File: src/rtl/rom_addr_seq.sv
// ROM address sequencer: walks a programmable window of ROM addresses in one-shot
// or loop mode, honouring downstream stalls and an abort, with done/wrap pulses.
module rom_addr_seq #(
  parameter int ADDR_W = 4,
  parameter int DEPTH  = 14,
  parameter int LEN_W  = 5
) (
  input  logic              CP,
  input  logic              RST,
  input  logic              start,
  input  logic              stop,
  input  logic              mode,
  input  logic [ADDR_W-1:0] base_addr,
  input  logic [LEN_W-1:0]  len,
  input  logic              ready,
  output logic              en_ROM,
  output logic [ADDR_W-1:0] s_addr_ROM,
  output logic              busy,
  output logic              done,
  output logic              wrap
);

  typedef enum logic {IDLE, RUN} state_t;

  localparam logic [ADDR_W:0]  DEPTH_X = (ADDR_W+1)'(DEPTH);
  localparam logic [LEN_W-1:0] DEPTH_L = LEN_W'(DEPTH);

  state_t              state_q, state_d;
  logic [ADDR_W-1:0]   addr_q, addr_d;
  logic [LEN_W-1:0]    count_q, count_d;
  logic [LEN_W-1:0]    len_q, len_d;
  logic [ADDR_W-1:0]   base_q, base_d;
  logic                mode_q, mode_d;
  logic                en_q, en_d;
  logic                busy_q, busy_d;
  logic                done_q, done_d;
  logic                wrap_q, wrap_d;

  logic [ADDR_W:0]     addrInc;
  logic [ADDR_W-1:0]   addrNext;
  logic [ADDR_W-1:0]   baseClamped;
  logic [LEN_W-1:0]    lenClamped;

  // One extra bit on the increment so the wrap test can never alias past DEPTH-1.
  always_comb begin
    addrInc     = {1'b0, addr_q} + (ADDR_W+1)'(1);
    addrNext    = (addrInc >= DEPTH_X) ? '0 : addrInc[ADDR_W-1:0];
    baseClamped = ({1'b0, base_addr} >= DEPTH_X) ? '0 : base_addr;
    lenClamped  = ((len == '0) || (len > DEPTH_L)) ? DEPTH_L : len;
  end

  always_comb begin
    state_d = state_q;
    addr_d  = addr_q;
    count_d = count_q;
    len_d   = len_q;
    base_d  = base_q;
    mode_d  = mode_q;
    en_d    = en_q;
    busy_d  = busy_q;
    done_d  = 1'b0;
    wrap_d  = 1'b0;

    if (stop) begin
      state_d = IDLE;
      en_d    = 1'b0;
      busy_d  = 1'b0;
    end else begin
      unique case (state_q)
        IDLE: begin
          en_d   = 1'b0;
          busy_d = 1'b0;
          if (start) begin
            mode_d  = mode;
            base_d  = baseClamped;
            len_d   = lenClamped;
            state_d = RUN;
            addr_d  = baseClamped;
            count_d = '0;
            en_d    = 1'b1;
            busy_d  = 1'b1;
          end
        end
        RUN: begin
          if (ready) begin
            if (count_q == len_q - LEN_W'(1)) begin
              if (mode_q) begin
                addr_d  = base_q;
                count_d = '0;
                wrap_d  = 1'b1;
              end else begin
                state_d = IDLE;
                en_d    = 1'b0;
                busy_d  = 1'b0;
                done_d  = 1'b1;
              end
            end else begin
              count_d = count_q + LEN_W'(1);
              addr_d  = addrNext;
            end
          end
        end
        default: state_d = IDLE;
      endcase
    end
  end

  always_ff @(posedge CP or posedge RST) begin
    if (RST) begin
      state_q <= IDLE;
      addr_q  <= '0;
      count_q <= '0;
      len_q   <= '0;
      base_q  <= '0;
      mode_q  <= 1'b0;
      en_q    <= 1'b0;
      busy_q  <= 1'b0;
      done_q  <= 1'b0;
      wrap_q  <= 1'b0;
    end else begin
      state_q <= state_d;
      addr_q  <= addr_d;
      count_q <= count_d;
      len_q   <= len_d;
      base_q  <= base_d;
      mode_q  <= mode_d;
      en_q    <= en_d;
      busy_q  <= busy_d;
      done_q  <= done_d;
      wrap_q  <= wrap_d;
    end
  end

  assign en_ROM     = en_q;
  assign s_addr_ROM = addr_q;
  assign busy       = busy_q;
  assign done       = done_q;
  assign wrap       = wrap_q;

endmodule

File: config.mk
export PLATFORM = sky130hd
export DESIGN_NAME = rom_addr_seq
export DESIGN_NICKNAME = d
export VERILOG_FILES = /design/src/rtl/rom_addr_seq.sv
export SDC_FILE = /design/constraint.sdc
export NUM_CORES = 1
export LEC_CHECK = 0
export BUFFER_PORTS_ARGS = -buffer_cell sky130_fd_sc_hd__buf_2
export CAP_MARGIN = 10
export CORE_MARGIN = 2
export CORE_UTILIZATION = 45
export CTS_CLUSTER_DIAMETER = 80
export DETAILED_ROUTE_END_ITERATION = 7
export GPL_TIMING_DRIVEN = 0
export PLACE_DENSITY = 0.66
export RECOVER_POWER = 50
export SYNTH_ARGS = -nofsm -noshare
export SYNTH_HDL_FRONTEND = slang
export SYNTH_SLANG_ARGS = --single-unit
File: constraint.sdc
create_clock -name CP -period 3.2 [get_ports CP]
set_input_delay 0.32 -clock CP [delete_from_list [all_inputs] [get_ports CP]]
set_output_delay 0.32 -clock CP [all_outputs]
set_load 0.01 [all_outputs]
==> impl_metrics.ini <==
[sta]
timing.final.max_slew_violations = 0
max_freq_ghz = 0.446
setup_tns_ns = 0
relSlewSlack = 0.411
post-route-min-period_ns = 2.24
min_period_over_period = 0.700
whs_ns = 0.172
hold_violations = 0
setup_violations = 0
rsz0062_at_grt = no
finalClockSkew_ns = 0.00181
worst_slew_pin_slew_ns = 0.883

[synthesis]
synth_cell_types = 46
synth-edff-count = 0
yosysSeqAreaShare = 0.410
synth_nets = 172
synthTopCellsByArea = dfrtp_1, nand2_1, ha_1
avgSynthCellArea_um2 = 9.17
async_reset_ff_frac = 1.00
yosys_warnings = 0
ys.flop_type = dfrtp_1
synthCells = 153
yosys.area.top_type_share = 0.410
syn_area_um2 = 1400
ys_seq_elements = 23
yosysTopAreaCell = dfrtp_1

[critical_path]
r2r_cells = 9
r2r-end = count_q[4]
critical-path-top-delay-family = compound AO/OA/AOI/OAI gates
crit_fanout = 10
critPathBufInv = 2
slowest_delay_ns = 0.48
startpoint = len_q[0]
slowest_stage = a2111oi_4
worst_ep_arrival_time_ns = 2.45
r2r_setup_slack_ns = 0.96
cp.depth = 9
start_kind = flip-flop
path_cells = inv_1 > ha_1 > xnor2_1 > o2bb2ai_2 > a2111oi_4 > buf_6 > or2b_4 > o21ai_1 > a22o_1
crit_type = flip-flop to flip-flop
worstPathRequired_ns = 3.41
reg2reg_from = len_q[0]
cp-endpoint = count_q[4]
cp-end-kind = flip-flop

[global_routing]
antenna_found_initial = 0
grt_pass1_wl_um = 4750
grt_usage = 0.175
grt_max_degree = 24
grt_overflow_total = 0
grt_pass1_vias = 1129

[pwr]
irDropWorstVdd_uv = 261
cellPowerDensity_nw_per_um2 = 510
p_leak_nw = 0.742

[clock_network]
numCtsBuffers = 3
clk_latency_ns = 0.31
cts_tree = yes
htreeDepth = 1
cts_setup_buffers = 0
cts.reportedPaths.clkPinSlew_ns = 0.12
cts_resized = 0
clock_sinks = 23
hold_buffers = 0
clockBufferDepth = 2
cts-root-buf = clkbuf_4

[detailed_routing]
wire_per_inst_um = 13.5
wl_met2_um = 1500
via_per_inst = 5.67
wl_um = 2860
drc = 0
wl_met1_um = 1290
first_pass_iters = 4
wl_met3_um = 74
top_layer_used = met3
vias = 1203
drtIter0Drc = 47
ant_nets = 0

[worst_hold_path]
hold_class = primary input to asynchronous set/reset pin

[run_status]
status = finished, final reports clean

[die]
die-area_um2 = 3580
num_rows = 20
fp.coreArea_um2 = 3000
ios = 23
start_util = 0.467
die_y_um = 59.8
chipWidth_um = 59.8

[final_layout]
drive_gt1_frac = 0.179
seqCellArea_um2 = 576
multiInputGateArea_um2 = 762
fin_nets = 199
num_antenna_cells = 0
area_growth_pct = 12.3
nFillCells = 286

[flow_run]
drv_cap = 0

[placed_design]
portBuffers = 22
dpl.hpwl_um = 2150
gp_congestion = 0.802
==> routing by layer <==
layer  vias to the layer above  track usage
li1                        596            -
met1                       589        0.218
met2                        18        0.314
met3                         0       0.0390
met4                         0       0.0286
met5                         -            0
==> how the worst min path moves through the flow <==
stage	end	start	slack, ns
2_1_floorplan	base_q[0]	RST	0.32
3_3_place_gp	base_q[0]	base_q[0]	0.45
3_5_place_dp	base_q[3]	base_q[3]	0.47
4_1_cts	state_q	stop	0.17
5_1_grt	state_q	stop	0.18
6_report	mode_q	RST	0.17
==> cells in the final DEF (no fill, tap or decap), types with 2 or more instances in the layout <==
cell,count
a21oi_1,7
a22o_1,4
a31oi_1,3
and2_1,4
and3_1,5
buf_2,19
buf_4,2
clkbuf_1,8
clkbuf_4,3
dfrtp_1,23
ha_1,4
inv_1,6
nand2_1,26
nand2b_1,2
nand3_1,4
nor2_1,11
nor2b_1,5
o211ai_1,2
o21ai_1,5
o22a_1,2
or3_1,4
xnor2_1,4
xor2_1,2
==> synthesized netlist by cell type (2+ instances only) <==
master	n
a21oi_1	7
nand2_1	26
and2_1	4
inv_1	6
ha_1	4
o211ai_1	2
o21ai_1	5
nor2b_1	5
nand3_1	4
xnor2_1	4
buf_4	2
clkbuf_1	3
xor2_1	2
a22o_1	4
o22a_1	2
and3_1	5
or3_1	4
a31oi_1	3
nand2b_1	2
dfrtp_1	23
nor2_1	11
==> through the flow <==
stage | area [um2] | util | power, W | instances | setup slack [ns]
floorplan | 1400 | - | 0.000593 | 153 | 1.15
global placement | 1550 | 0.518 | 0.000663 | 208 | 0.974
detailed placement | 1550 | 0.518 | 0.000675 | 208 | 0.940
CTS | 1580 | 0.526 | 0.000812 | 212 | 0.923
global route | 1580 | 0.525 | 0.000863 | 212 | 0.816
finish | 1580 | 0.525 | 0.000803 | 212 | 0.959
==> state kept, by name, summed over array words and instances, names as in the netlist <==
signal / flops
wrap: 1
s_addr_ROM: 4
busy: 1
len_q: 5
count_q: 5
state_q: 1
base_q: 4
mode_q: 1
done: 1
==> cell families (layout without fill, tap and decap cells) <==
group                    after synthesis  count (layout)  share of synthesized area
AO/OA/AOI/OAI                         35              35                      0.195
XOR/XNOR                               6               6                     0.0375
adder cells (fa/ha/maj)                4               4                     0.0357
buffers and inverters                 13              39                     0.0464
flip-flops                            23              23                      0.410
multiplexers                           3               3                     0.0259
AND/OR/NAND/NOR                       69              69                      0.249
==> area by class of cell <==
type,instances,area share
Multi-Input combinational cell,117,0.484
Clock buffer,4,0.0167
Buffer,7,0.0270
Sequential cell,23,0.365
Timing Repair Buffer,22,0.0667
Tap cell,33,0.0262
Inverter,6,0.0143
==> report_power, final <==
group | internal, W | switching (W) | total (W)
combinational | 0.000131 | 0.000152 | 0.000284
sequential | 0.000332 | 0.0000545 | 0.000386
clock | 0.0000487 | 0.0000846 | 0.000133
total | 0.000511 | 0.000291 | 0.000803
Note: power is estimated with default switching activity, not from simulation.
